`src/rtl/conv_pkg.sv`:
```
// Shared constants and types for the convolution output write-back stages.
// Per-layer geometry lives here so each layer's writer instance stays consistent with its BRAM map.
package conv_pkg;

  localparam int CONV1_CH        = 16;
  localparam int CONV1_DW        = 8;
  localparam int CONV1_DEPTH     = 1260;
  localparam int CONV1_AW        = 11;
  localparam int CONV1_BASE_ADDR = 0;

  localparam int CONV2_CH        = 32;
  localparam int CONV2_DW        = 8;
  localparam int CONV2_DEPTH     = 392;
  localparam int CONV2_AW        = 11;
  localparam int CONV2_BASE_ADDR = 1260;

  typedef enum logic [1:0] {
    IDLE = 2'd0,
    RUN  = 2'd1,
    DONE = 2'd2
  } conv_state_e;

  // True when a frame of depth words starting at base_addr fits in an aw-bit address space.
  function automatic bit conv_addr_fits(input int base_addr, input int depth, input int aw);
    return (depth >= 1) && (base_addr >= 0) &&
           ((longint'(base_addr) + longint'(depth)) <= (longint'(1) << aw));
  endfunction

endpackage

```
`src/rtl/conv_out_writer_if.sv`:
```
// Conv result stream plus BRAM write port of one write-back stage.
// master = producer / BRAM observer side, slave = the writer itself.
interface conv_out_writer_if #(
  parameter int CH = 16,
  parameter int DW = 8,
  parameter int AW = 11
);

  logic                 in_valid;
  logic [CH*DW-1:0]     in_data;
  logic                 ena;
  logic                 wea;
  logic [AW-1:0]        addra;
  logic [CH*DW-1:0]     dina;

  modport master (
    output in_valid, in_data,
    input  ena, wea, addra, dina
  );

  modport slave (
    input  in_valid, in_data,
    output ena, wea, addra, dina
  );

endinterface

```
`src/rtl/conv_lane_relu.sv`:
```
// One lane of optional ReLU: negative two's-complement values clamp to zero.
module conv_lane_relu #(
  parameter int DW   = 8,
  parameter int RELU = 0
) (
  input  logic [DW-1:0] lane_in,
  output logic [DW-1:0] lane_out
);

  // Clamp on sign bit when ReLU is enabled, otherwise pass through
  always_comb begin
    if ((RELU != 0) && lane_in[DW-1]) begin
      lane_out = {DW{1'b0}};
    end else begin
      lane_out = lane_in;
    end
  end

endmodule

```
`src/rtl/conv_out_writer.sv`:
```
// Write-back stage: one registered BRAM write per accepted conv output vector,
// consecutive addresses from BASE_ADDR, with frame restart, completion and overflow status.
module conv_out_writer
  import conv_pkg::*;
#(
  parameter int CH        = 16,
  parameter int DW        = 8,
  parameter int DEPTH     = 1260,
  parameter int AW        = 11,
  parameter int BASE_ADDR = 0,
  parameter int RELU      = 0
) (
  input  logic                clk,
  input  logic                rst_n,
  input  logic                start,
  conv_out_writer_if.slave    bus,
  output logic                busy,
  output logic                done,
  output logic                overflow,
  output logic [AW-1:0]       wr_count
);

  localparam int            W        = CH * DW;
  localparam logic [AW-1:0] LAST_CNT = AW'(DEPTH - 1);
  localparam logic [AW-1:0] BASE     = AW'(BASE_ADDR);
  localparam logic [AW-1:0] ONE      = AW'(1);

  generate
    if (!conv_addr_fits(BASE_ADDR, DEPTH, AW)) begin : g_addr_chk
      $error("conv_out_writer: BASE_ADDR+DEPTH-1 does not fit in AW address bits");
    end
  endgenerate

  conv_state_e   state_r, state_nxt_s;
  logic [AW-1:0] cnt_r, cnt_nxt_s;
  logic          ovf_r, ovf_nxt_s;
  logic          wr_s;
  logic          ena_r, busy_r, done_r;
  logic [AW-1:0] addra_r;
  logic [W-1:0]  dina_r;
  logic [W-1:0]  proc_data_s;

  genvar k;
  generate
    for (k = 0; k < CH; k++) begin : g_lane
      conv_lane_relu #(.DW(DW), .RELU(RELU)) u_lane (
        .lane_in  (bus.in_data[k*DW +: DW]),
        .lane_out (proc_data_s[k*DW +: DW])
      );
    end
  endgenerate

  // Next-state, counter and overflow decisions; start always wins over in_valid
  always_comb begin
    state_nxt_s = state_r;
    cnt_nxt_s   = cnt_r;
    ovf_nxt_s   = ovf_r;
    wr_s        = 1'b0;
    case (state_r)
      IDLE: begin
        if (start) begin
          state_nxt_s = RUN;
          cnt_nxt_s   = {AW{1'b0}};
          ovf_nxt_s   = 1'b0;
        end else begin
          state_nxt_s = IDLE;
        end
      end
      RUN: begin
        if (start) begin
          cnt_nxt_s = {AW{1'b0}};
        end else if (bus.in_valid) begin
          wr_s      = 1'b1;
          cnt_nxt_s = cnt_r + ONE;
          if (cnt_r == LAST_CNT) begin
            state_nxt_s = DONE;
          end else begin
            state_nxt_s = RUN;
          end
        end else begin
          state_nxt_s = RUN;
        end
      end
      DONE: begin
        if (start) begin
          state_nxt_s = RUN;
          cnt_nxt_s   = {AW{1'b0}};
          ovf_nxt_s   = 1'b0;
        end else if (bus.in_valid) begin
          ovf_nxt_s = 1'b1;
        end else begin
          ovf_nxt_s = ovf_r;
        end
      end
      default: begin
        state_nxt_s = IDLE;
        cnt_nxt_s   = {AW{1'b0}};
        ovf_nxt_s   = 1'b0;
      end
    endcase
  end

  // FSM state, write counter and sticky overflow
  always_ff @(posedge clk) begin
    if (!rst_n) begin
      state_r <= IDLE;
      cnt_r   <= {AW{1'b0}};
      ovf_r   <= 1'b0;
    end else begin
      state_r <= state_nxt_s;
      cnt_r   <= cnt_nxt_s;
      ovf_r   <= ovf_nxt_s;
    end
  end

  // Registered BRAM port and status; address/data hold between writes
  always_ff @(posedge clk) begin
    if (!rst_n) begin
      ena_r   <= 1'b0;
      addra_r <= {AW{1'b0}};
      dina_r  <= {W{1'b0}};
      busy_r  <= 1'b0;
      done_r  <= 1'b0;
    end else begin
      ena_r  <= wr_s;
      busy_r <= (state_nxt_s == RUN);
      done_r <= (state_nxt_s == DONE);
      if (wr_s) begin
        addra_r <= BASE + cnt_r;
        dina_r  <= proc_data_s;
      end else begin
        addra_r <= addra_r;
        dina_r  <= dina_r;
      end
    end
  end

  assign bus.ena   = ena_r;
  assign bus.wea   = ena_r;
  assign bus.addra = addra_r;
  assign bus.dina  = dina_r;
  assign busy      = busy_r;
  assign done      = done_r;
  assign overflow  = ovf_r;
  assign wr_count  = cnt_r;

endmodule

```
`src/flat_wrapper.sv`:
```
// flat-port wrapper written by rule: the top's interface ports become plain ports
module conv_out_writer_flat import conv_pkg::*;
#(
  parameter int CH        = 16,
  parameter int DW        = 8,
  parameter int DEPTH     = 1260,
  parameter int AW        = 11,
  parameter int BASE_ADDR = 0,
  parameter int RELU      = 0
)
  (clk, rst_n, start, busy, done, overflow, wr_count, bus_in_valid, bus_in_data, bus_ena, bus_wea, bus_addra, bus_dina);
  conv_out_writer_if #(.CH(CH), .DW(DW), .AW(AW)) bus_i ();
  input  logic clk;
  input  logic rst_n;
  input  logic start;
  output logic busy;
  output logic done;
  output logic overflow;
  output logic [AW-1:0] wr_count;
  input wire logic [$bits(bus_i.in_valid)-1:0] bus_in_valid;
  input wire logic [$bits(bus_i.in_data)-1:0] bus_in_data;
  output wire logic [$bits(bus_i.ena)-1:0] bus_ena;
  output wire logic [$bits(bus_i.wea)-1:0] bus_wea;
  output wire logic [$bits(bus_i.addra)-1:0] bus_addra;
  output wire logic [$bits(bus_i.dina)-1:0] bus_dina;
  assign bus_i.in_valid = bus_in_valid;
  assign bus_i.in_data = bus_in_data;
  assign bus_ena = bus_i.ena;
  assign bus_wea = bus_i.wea;
  assign bus_addra = bus_i.addra;
  assign bus_dina = bus_i.dina;
  conv_out_writer #(.CH(CH), .DW(DW), .DEPTH(DEPTH), .AW(AW), .BASE_ADDR(BASE_ADDR), .RELU(RELU)) u_core (.clk(clk), .rst_n(rst_n), .start(start), .bus(bus_i), .busy(busy), .done(done), .overflow(overflow), .wr_count(wr_count));
endmodule
```
`config.mk`:
```
export PLATFORM = sky130hd
export DESIGN_NAME = conv_out_writer_flat
export DESIGN_NICKNAME = d
export VERILOG_FILES = /design/src/rtl/conv_pkg.sv /design/src/rtl/conv_out_writer_if.sv /design/src/rtl/conv_lane_relu.sv /design/src/rtl/conv_out_writer.sv /design/src/flat_wrapper.sv
export SDC_FILE = /design/constraint.sdc
export NUM_CORES = 1
export LEC_CHECK = 0
export ABC_AREA = 0
export CAP_MARGIN = 10
export CORE_UTILIZATION = 30
export CTS_CLUSTER_DIAMETER = 30
export DETAILED_ROUTE_END_ITERATION = 8
export PLACE_DENSITY = 0.72
export SETUP_SLACK_MARGIN = 0.1
export SYNTH_ARGS = -nofsm -noshare
export SYNTH_HDL_FRONTEND = slang
export SYNTH_SLANG_ARGS = --single-unit
```
`constraint.sdc`:
```
create_clock -name clk -period 3.85 [get_ports clk]
set_input_delay 0.77 -clock clk [delete_from_list [all_inputs] [get_ports clk]]
set_output_delay 0.77 -clock clk [all_outputs]
set_load 0.02 [all_outputs]
```
# [Word level (Yosys, flattened, before mapping)]
# Index checks and enable logic that the tools add are counted.
[word_totals] reg_bits=156 inputBits=132
[op_classes] reduce_logical=4 eq_ne=9 n_bitwise=1 mux=17 add_sub_neg=1
[op_table] op="$mux W11" count=3
[op_table] op="$pmux W11 S2" count=1
[op_table] op="$add A11 B1 Y11 const B" count=1
[op_table] op="$eq A11 B11 Y1 const B" count=1
[op_table] op="$mux W2" count=4
[op_table] op="$mux W1" count=7
[op_table] op="$ne A3 B3 Y1 const B" count=2
[op_table] op="$pmux W2 S3" count=1
[op_table] op="$eq A2 B1 Y1 const B" count=2
[op_table] op="$eq A2 B2 Y1 const B" count=2
[op_table] op="$pmux W1 S3" count=1
[op_table] op="$reduce_and A3 Y1" count=1
[op_table] op="$logic_not A2 Y1" count=1
[op_table] op="$ne A2 B1 Y1 const B" count=1
[op_table] op="$ne A2 B2 Y1 const B" count=1
[op_table] op="$reduce_and A2 Y1" count=1
[op_table] op="$reduce_or A2 Y1" count=1
[op_table] op="$not A1 Y1" count=1

# [Longest topological paths before layout]
# Gate-level depths: netlist of run 1.
[logic_depth] word_depth=6 ltp_mapped=8 depth_no_buf=5

# [Modules after synthesis]
# A second synthesis of run 1 with hierarchy kept.
[hier_totals] cells_unflattened=822 area_unflattened_um2=6914.1
[modules_own_cells] module="conv_out_writer" instances=1 cells_per_inst=694 area_per_inst_um2=5953.2
[modules_own_cells] module="conv_lane_relu" instances=16 cells_per_inst=8 area_per_inst_um2=60.1

# [Worst setup path before layout of run 1]
# No wires, ideal clock.
[synth_path] path_kind="input to register" start="input bus_in_valid" end="register u_core.cnt_r[10], in the netlist u_core.wr_count[10]" setup_time_ns=0.071 cell_stages=4 slack_ns=2.106 required_ns=3.779 t_arrival_ns=1.673 path_cell_list="o21a_1 -> o21ai_1 -> or4_1 -> a21oi_1"
[synth_between] elab_chain_cells=2
[synth_lines] item="start, declared" line_no="flat_wrapper.sv:20" rtl="input wire logic [$bits(bus_i.in_valid)-1:0] bus_in_valid;"
[synth_lines] item="$ne A3 B3 Y1 (no source line)"
[synth_lines] item="$reduce_and A2 Y1 (no source line)"
[synth_lines] item="end signal, assigned" line_no="conv_out_writer.sv:107" rtl="cnt_r <= {AW{1'b0}};"
[synth_lines] item="end signal, assigned" line_no="conv_out_writer.sv:111" rtl="cnt_r <= cnt_nxt_s;"
[synth_lines] item="end, declared" line_no="conv_out_writer.sv:35" rtl="logic [AW-1:0] cnt_r, cnt_nxt_s;"
# No other way between the ends.
# A chain may end at the register's enable or synchronous reset.

# [Worst setup path after layout of run 1]
[layout_path] start="input start" end="register u_core.dina_r[84], in the netlist u_core.bus.dina[84]"
[layout_between] elab_chain_cells=2
[layout_lines] item="start, declared" line_no="flat_wrapper.sv:15" rtl="input logic start;"
[layout_lines] item="$mux W1" line_no="conv_out_writer.sv:70" rtl="if (start) begin"
[layout_lines] item="$mux W1" line_no="conv_out_writer.sv:59" rtl="case (state_r)"
[layout_lines] item="end signal, assigned" line_no="conv_out_writer.sv:121" rtl="dina_r <= {W{1'b0}};"
[layout_lines] item="end signal, assigned" line_no="conv_out_writer.sv:130" rtl="dina_r <= proc_data_s;"
[layout_lines] item="end signal, assigned" line_no="conv_out_writer.sv:133" rtl="dina_r <= dina_r;"
[layout_lines] item="end, declared" line_no="conv_out_writer.sv:40" rtl="logic [W-1:0] dina_r;"
# No other way between the ends.

==> results of run 1 <==
## worst max-delay path, stage by stage
cell             delay, ns
clkdlybuf4s50_1       0.61
inv_2                 0.14
nand3_4               0.27
buf_4                 0.63
nand2_1               0.13
a21oi_1               0.17
## flip-flops by register name, summed over array words and instances, names as in the netlist
signal and count:
u_core.bus.addra 11, u_core.bus.dina 128, u_core.bus.ena 1, u_core.busy 1, u_core.done 1, u_core.overflow 1, u_core.state_r 2, u_core.wr_count 11
## path summary, 6_finish.rpt
kind                                       to  slack (ns)  cells past startpoint
min           u_core.bus.dina[2]$_SDFFE_PN0P_        0.45                      2
max          u_core.bus.dina[84]$_SDFFE_PN0P_        1.41                      6
min reg2reg   u_core.bus.dina[2]$_SDFFE_PN0P_        0.45                      2
max reg2reg  u_core.bus.dina[84]$_SDFFE_PN0P_        1.79                      5
## through the flow
step                      hold WS, ns  worst slack [ns]  cells
after floorplan                 0.533              2.11    694
after global placement          0.441              1.01   1166
after detailed placement        0.445             0.988   1166
after CTS                       0.454              1.44   1198
after global routing            0.468              1.23   1198
final                           0.452              1.41   1198
## cell type report
cell class	instances	area [um^2]	area share [%]
clock inverter	14	160	1.75
multi-input combinational	485	2180	23.8
tap	229	287	3.14
timing repair buffer	293	2940	32.2
sequential	156	3120	34.2
clock buffer	18	429	4.70
inverter	3	13.8	0.151
## synthesized netlist by cell type, types with 4 or more instances
library cell	count	area [um^2]
xor2_1	5	43.8
o21ai_0	4	20.0
a21oi_1	144	721
dfxtp_1	156	3120
or4_1	4	30.0
clkbuf_1	22	82.6
buf_2	15	75.1
buf_4	13	97.6
nor2_1	10	37.5
nand2_1	286	1070
nand3_1	4	20.0
and3_1	4	25.0
## report_power, final
group	leakage (nW)	internal [W]	switching, W
Combinational	1.56	0.000210	0.000171
Clock	0.274	0.000967	0.000704
Sequential	1.26	0.00165	0.0000195
## per-layer routing
layer | part of all wire, % | vias up | track usage [%]
met5 | 0 | - | 0
met1 | 40 | 2525 | 19.3
met2 | 47 | 200 | 26.8
li1 | - | 2787 | -
met3 | 11 | 23 | 6.94
met4 | 1.9 | 0 | 6.64
## cell families after synthesis
kind of cell	after synthesis
xor gates and xnor gates	6
adders and majority gates	1
and+or+nand+nor	314
DFF	156
AOI/OAI and AO/OA	164
buffers and inverters	53
## placed cells by master, fill, tap and decap left out, types with 3 or more instances in the layout
cell type / netlist / final
or4_1: 4 / 4
clkinvlp_4: 0 / 4
buf_4: 13 / 5
nand2_1: 286 / 286
and3_1: 4 / 3
nand3_1: 4 / 3
xor2_1: 5 / 5
clkinv_4: 0 / 4
dfxtp_1: 156 / 156
o21ai_0: 4 / 4
clkbuf_16: 0 / 17
clkdlybuf4s50_1: 0 / 286
a21oi_1: 144 / 144
o2111ai_1: 3 / 3
inv_6: 0 / 4
nor2_1: 10 / 10
==> impl_results.md, run 1 <==
- Chip height: 138 um
- Netlist Area Pre-Place: 0.00555 mm^2
- Power Total: 0.00372 W
- Routability cong.: 0.790
- Max rail drop VDD: 0.282 mV
- Final TNS setup: 0 ns
- Startpoint type of the worst setup path: primary input
- Setup repair bufs after CTS: 0
- I/O pins: 287
- RSZ-0062 raised after global routing: no
- Clk_skew: 0.00608 ns
- Die ar.: 0.0190 mm^2
- Drt via density: 4.62
- CTS Hold Bufs: 0
- Hold Crit Class: reg -> reg
- Core Area: 0.0180 mm^2
- Net Count, Synth: 827
- CP startpoint: start
- Synth Area in XOR/XNOR: 0.947%
- Initial antenna violation count: 0
- DRT antenna net count: 0
- Seq cells post-synth: 156
- Crit path DAT: 2.78 ns
- Gr usage total: 16.6%
- # diodes: 0
- CP Max Fanout: 68
- Die W: 138 um
- CP Class: in -> reg
- DR pass1 iterations: 5
- Tmin final: 2.44 ns
- Post-DP Area: 0.00854 mm^2
- GRT Residual Overflow: 0
- WL final: 16500 um
- Synth Area per Inst: 7.99 um^2
- Clock Latency Late Sink: 0.42 ns
- CTS tree: built
- # DRC: 0
- Reg clk slew, reported paths: 0.06 ns
- Post_cts resized: 0
- Post-DR wirelength/cell: 13.8 um
- Finish-stage setup viols: 0
- Post-Synth Simple-Gate Area: 22.1%
- Largest family of logic cells by synthesized area: simple AND/OR/NAND/NOR gates
- Fin crit share: 63.3%
- Post-DP HPWL: 11300 um
- Cell variety after synth: 32
- Post-synthesis mux area share: 0%
- Crit end category: flop
- # fillers: 1705
- Sequential share of the synthesized area: 56.3%
- Largest net degree at the start of global routing: 69
- Min-delay src: u_core.bus.dina[2]$_SDFFE_PN0P_
- Worst EP required: 4.19 ns
- Maximum clock path buffer count: 2
- Clock sink count: 156
- Fmax: 411 MHz
- P&R area growth vs syn: 64.5%
- Worst-margin pin slew: 0.703 ns
- I/O Buffers: 286
- Max Cap Viol: 0
- Total number of vias: 5535
- Most used DFF post-synth: dfxtp_1
- Share of flip-flops with an asynchronous set or reset: 0%
- Starting Density: 30.8%
- First-pass GRT wire length: 24500 um
- Fin util: 50.6%
- H-tree Lvls: 4
- Share of cells above drive strength 1: 4.54%
- Rows: 49
- Root buffer cell: clkbuf_16
- EDFF count, synth: 0
- Compound-Gate Fraction of Synth Area: 15.6%
- Final #Nets: 1089
- Total clock buffers created by CTS: 17
- First-iteration detailed-routing DRC count: 210
- Origin of the critical flop-to-flop path: u_core.state_r[1]$_SDFF_PN0_
- Adder-cell share of the synthesized area: 0.226%
- Ys Warns: 0
- Finished Cell Area: 0.00913 mm^2
- Fin. Hold Viols: 0
- Leak: 3.10 nW
- Slew Limit Fails: 0
- Status: completed
- Vias in the first global route: 4861
- Syn Inst Count: 694
- Slew Limit Headroom: 53.1%
- Pwr per Cell Area: 408 mW/mm^2
Note: power is estimated with default switching activity, not from simulation.
==> run 2: changes to the inputs <==
Clock period 3.85 ns to 2.3 ns, I/O delays scaled along.
==> run 2 against run 1 <==
Effect of this change: total power increased by 69%; routed wire length up 1.6%; register-to-register slack worse by 1.3 ns; sequential share of layout area fell by 0.48 points; flip-flop and latch count unchanged; count of clock-buffer cells in the layout grew 4; worst hold slack about the same; first-iteration DRC count shrank 12%; largest cell class unchanged.
==> impl_results.md, run 2 (synthesis gave the netlist of run 1 again) <==
- Crit end category: output pin
- Largest net degree at the start of global routing: 76
- Setup WS pre-CTS: 0.146 ns
- CP startpoint: u_core.wr_count[2]$_SDFFE_PN0P_
- Hold Crit Class: reg -> reg
- H-tree Lvls: 4
- Fin. Hold Viols: 0
- Crit path max-delay cell type: clkdlybuf4s50_1
- Area of the multi-input gates: 0.00218 mm^2
- DR pass1 iterations: 4
- Fmax: 489 MHz
- Finish-stage setup viols: 0
- Rows: 49
- Sw frac: 22.7%
- CP delay by family, top: buffers and inverters
- CP Max Fanout: 8
- Post_cts resized: 0
- WL final: 16700 um
- Setup repair bufs after CTS: 0
- Buffers & Inverters on Critical Path: 1
- # fillers: 1722
- Clk pwr share: 45.2%
- Reg clk slew, reported paths: 0.06 ns
- Crit path DAT: 1.59 ns
- Internal power: 0.00488 W
- Total number of vias: 5530
- I/O pins: 287
- Net Switching: 0.00144 W
- GRT Residual Overflow: 0
- Origin of the critical flop-to-flop path: u_core.state_r[0]$_SDFF_PN0_
- Worst EP required: 1.84 ns
- Most frequent cells in the layout: nand2_1, clkdlybuf4s50_1, dfxtp_1
- First-pass GRT wire length: 24500 um
- Worst hold slack: 0.452 ns
- Root buffer cell: clkbuf_16
- Drt via density: 4.59
- First-iteration detailed-routing DRC count: 184
- # DRC: 0
- Tmin final: 2.05 ns
- Post-DR wirelength/cell: 13.9 um
- Final #Nets: 1098
- Fin crit share: 89.0%
- Startpoint type of the worst setup path: flop
- Total clock buffers created by CTS: 17
- Max rail drop VDD: 0.471 mV
- Placed Cells: 1175
- Slew Limit Headroom: 64.4%
- I/O Buffers: 286
- Final TNS setup: 0 ns
- DRT antenna net count: 0
- Clk_skew: 0.00721 ns
- CP Class: reg -> out
- Maximum clock path buffer count: 2
- Core Area: 0.0180 mm^2
- Sequential cell area: 0.00312 mm^2
- CTS Hold Bufs: 0
- Combinational share of power: 10.5%
- Critical Path, Cell by Cell: clkdlybuf4s50_1
- Sequential share of power: 44.4%
- Clock Latency Late Sink: 0.42 ns
- Share of cells above drive strength 1: 5.33%
- Die ar.: 0.0190 mm^2
- Clock sink count: 156
- Gr usage total: 16.6%
- Worst-margin pin slew: 0.521 ns
- Final worst setup slack: 0.254 ns
- Leak: 3.19 nW
- Die W: 138 um
- Post-DP HPWL: 11600 um
- Finished Layout Cells: 1205
- Initial antenna violation count: 0
- Starting Density: 30.8%
- Status: completed
- CTS tree: built
- P&R area growth vs syn: 66.9%
- Routability cong.: 0.815
- RSZ-0062 raised after global routing: no
- Chip height: 138 um
- Pwr per Cell Area: 682 mW/mm^2
- Slew Limit Fails: 0
- Max Cap Viol: 0
- Max FFs per register: 128
- # diodes: 0
- Min-delay src: u_core.bus.dina[20]$_SDFFE_PN0P_
- Max incr delay on CP: 0.67 ns
- Vias in the first global route: 5044
-- run 2: cell types whose count changed in the layout (fill, tap and decap cells not counted), sizes merged --
cell      before  now
clkinv         4    1
buf            7   16
clkbuf        18   22
inv            7    6
clkinvlp       4    2
-- run 2: power groups by stage --
stage	Combinational [W]	Clock (W)	Sequential [W]
after global routing	0.000709	0.00302	0.00281
final	0.000660	0.00285	0.00280
after CTS	0.000667	0.00292	0.00280
after detailed placement	0.000663	0	0.00286
after global placement	0.000660	0	0.00286
after floorplan	0.000171	0	0.00293
-- run 2: path summary, 6_finish.rpt --
check / endpoint / slack, ns / cells past startpoint
setup / recovery: wr_count[2] / 0.25 / 1
hold / removal: u_core.bus.dina[20]$_SDFFE_PN0P_ / 0.45 / 2
setup reg to reg: u_core.bus.dina[97]$_SDFFE_PN0P_ / 0.54 / 5
hold reg to reg: u_core.bus.dina[20]$_SDFFE_PN0P_ / 0.45 / 2
-- run 2: per-stage QoR --
step / area, um^2 / total power, W / util (%)
floorplan: 5550 / 0.00311 / -
global placement: 8660 / 0.00352 / 48.0
detailed placement: 8660 / 0.00352 / 48.0
CTS: 9260 / 0.00639 / 51.4
global route: 9260 / 0.00654 / 51.4
finish: 9260 / 0.00631 / 51.4
-- run 2: metal layers --
metal  GRT usage (%)  share of wire, %  vias up
met5               0                 0        -
met3            6.07                10       21
met1            18.7                41     2487
li1                -                 -     2806
met4            6.82               1.8        0
met2            28.2                47      216
-- run 2: cell type report --
class / count / share of cell area (%)
Sequential cell: 156 / 33.7
Timing Repair Buffer: 302 / 33.0
Multi-Input combinational cell: 485 / 23.5
Clock buffer: 22 / 5.34
Tap cell: 229 / 3.10
Clock inverter: 8 / 1.15
Inverter: 3 / 0.149
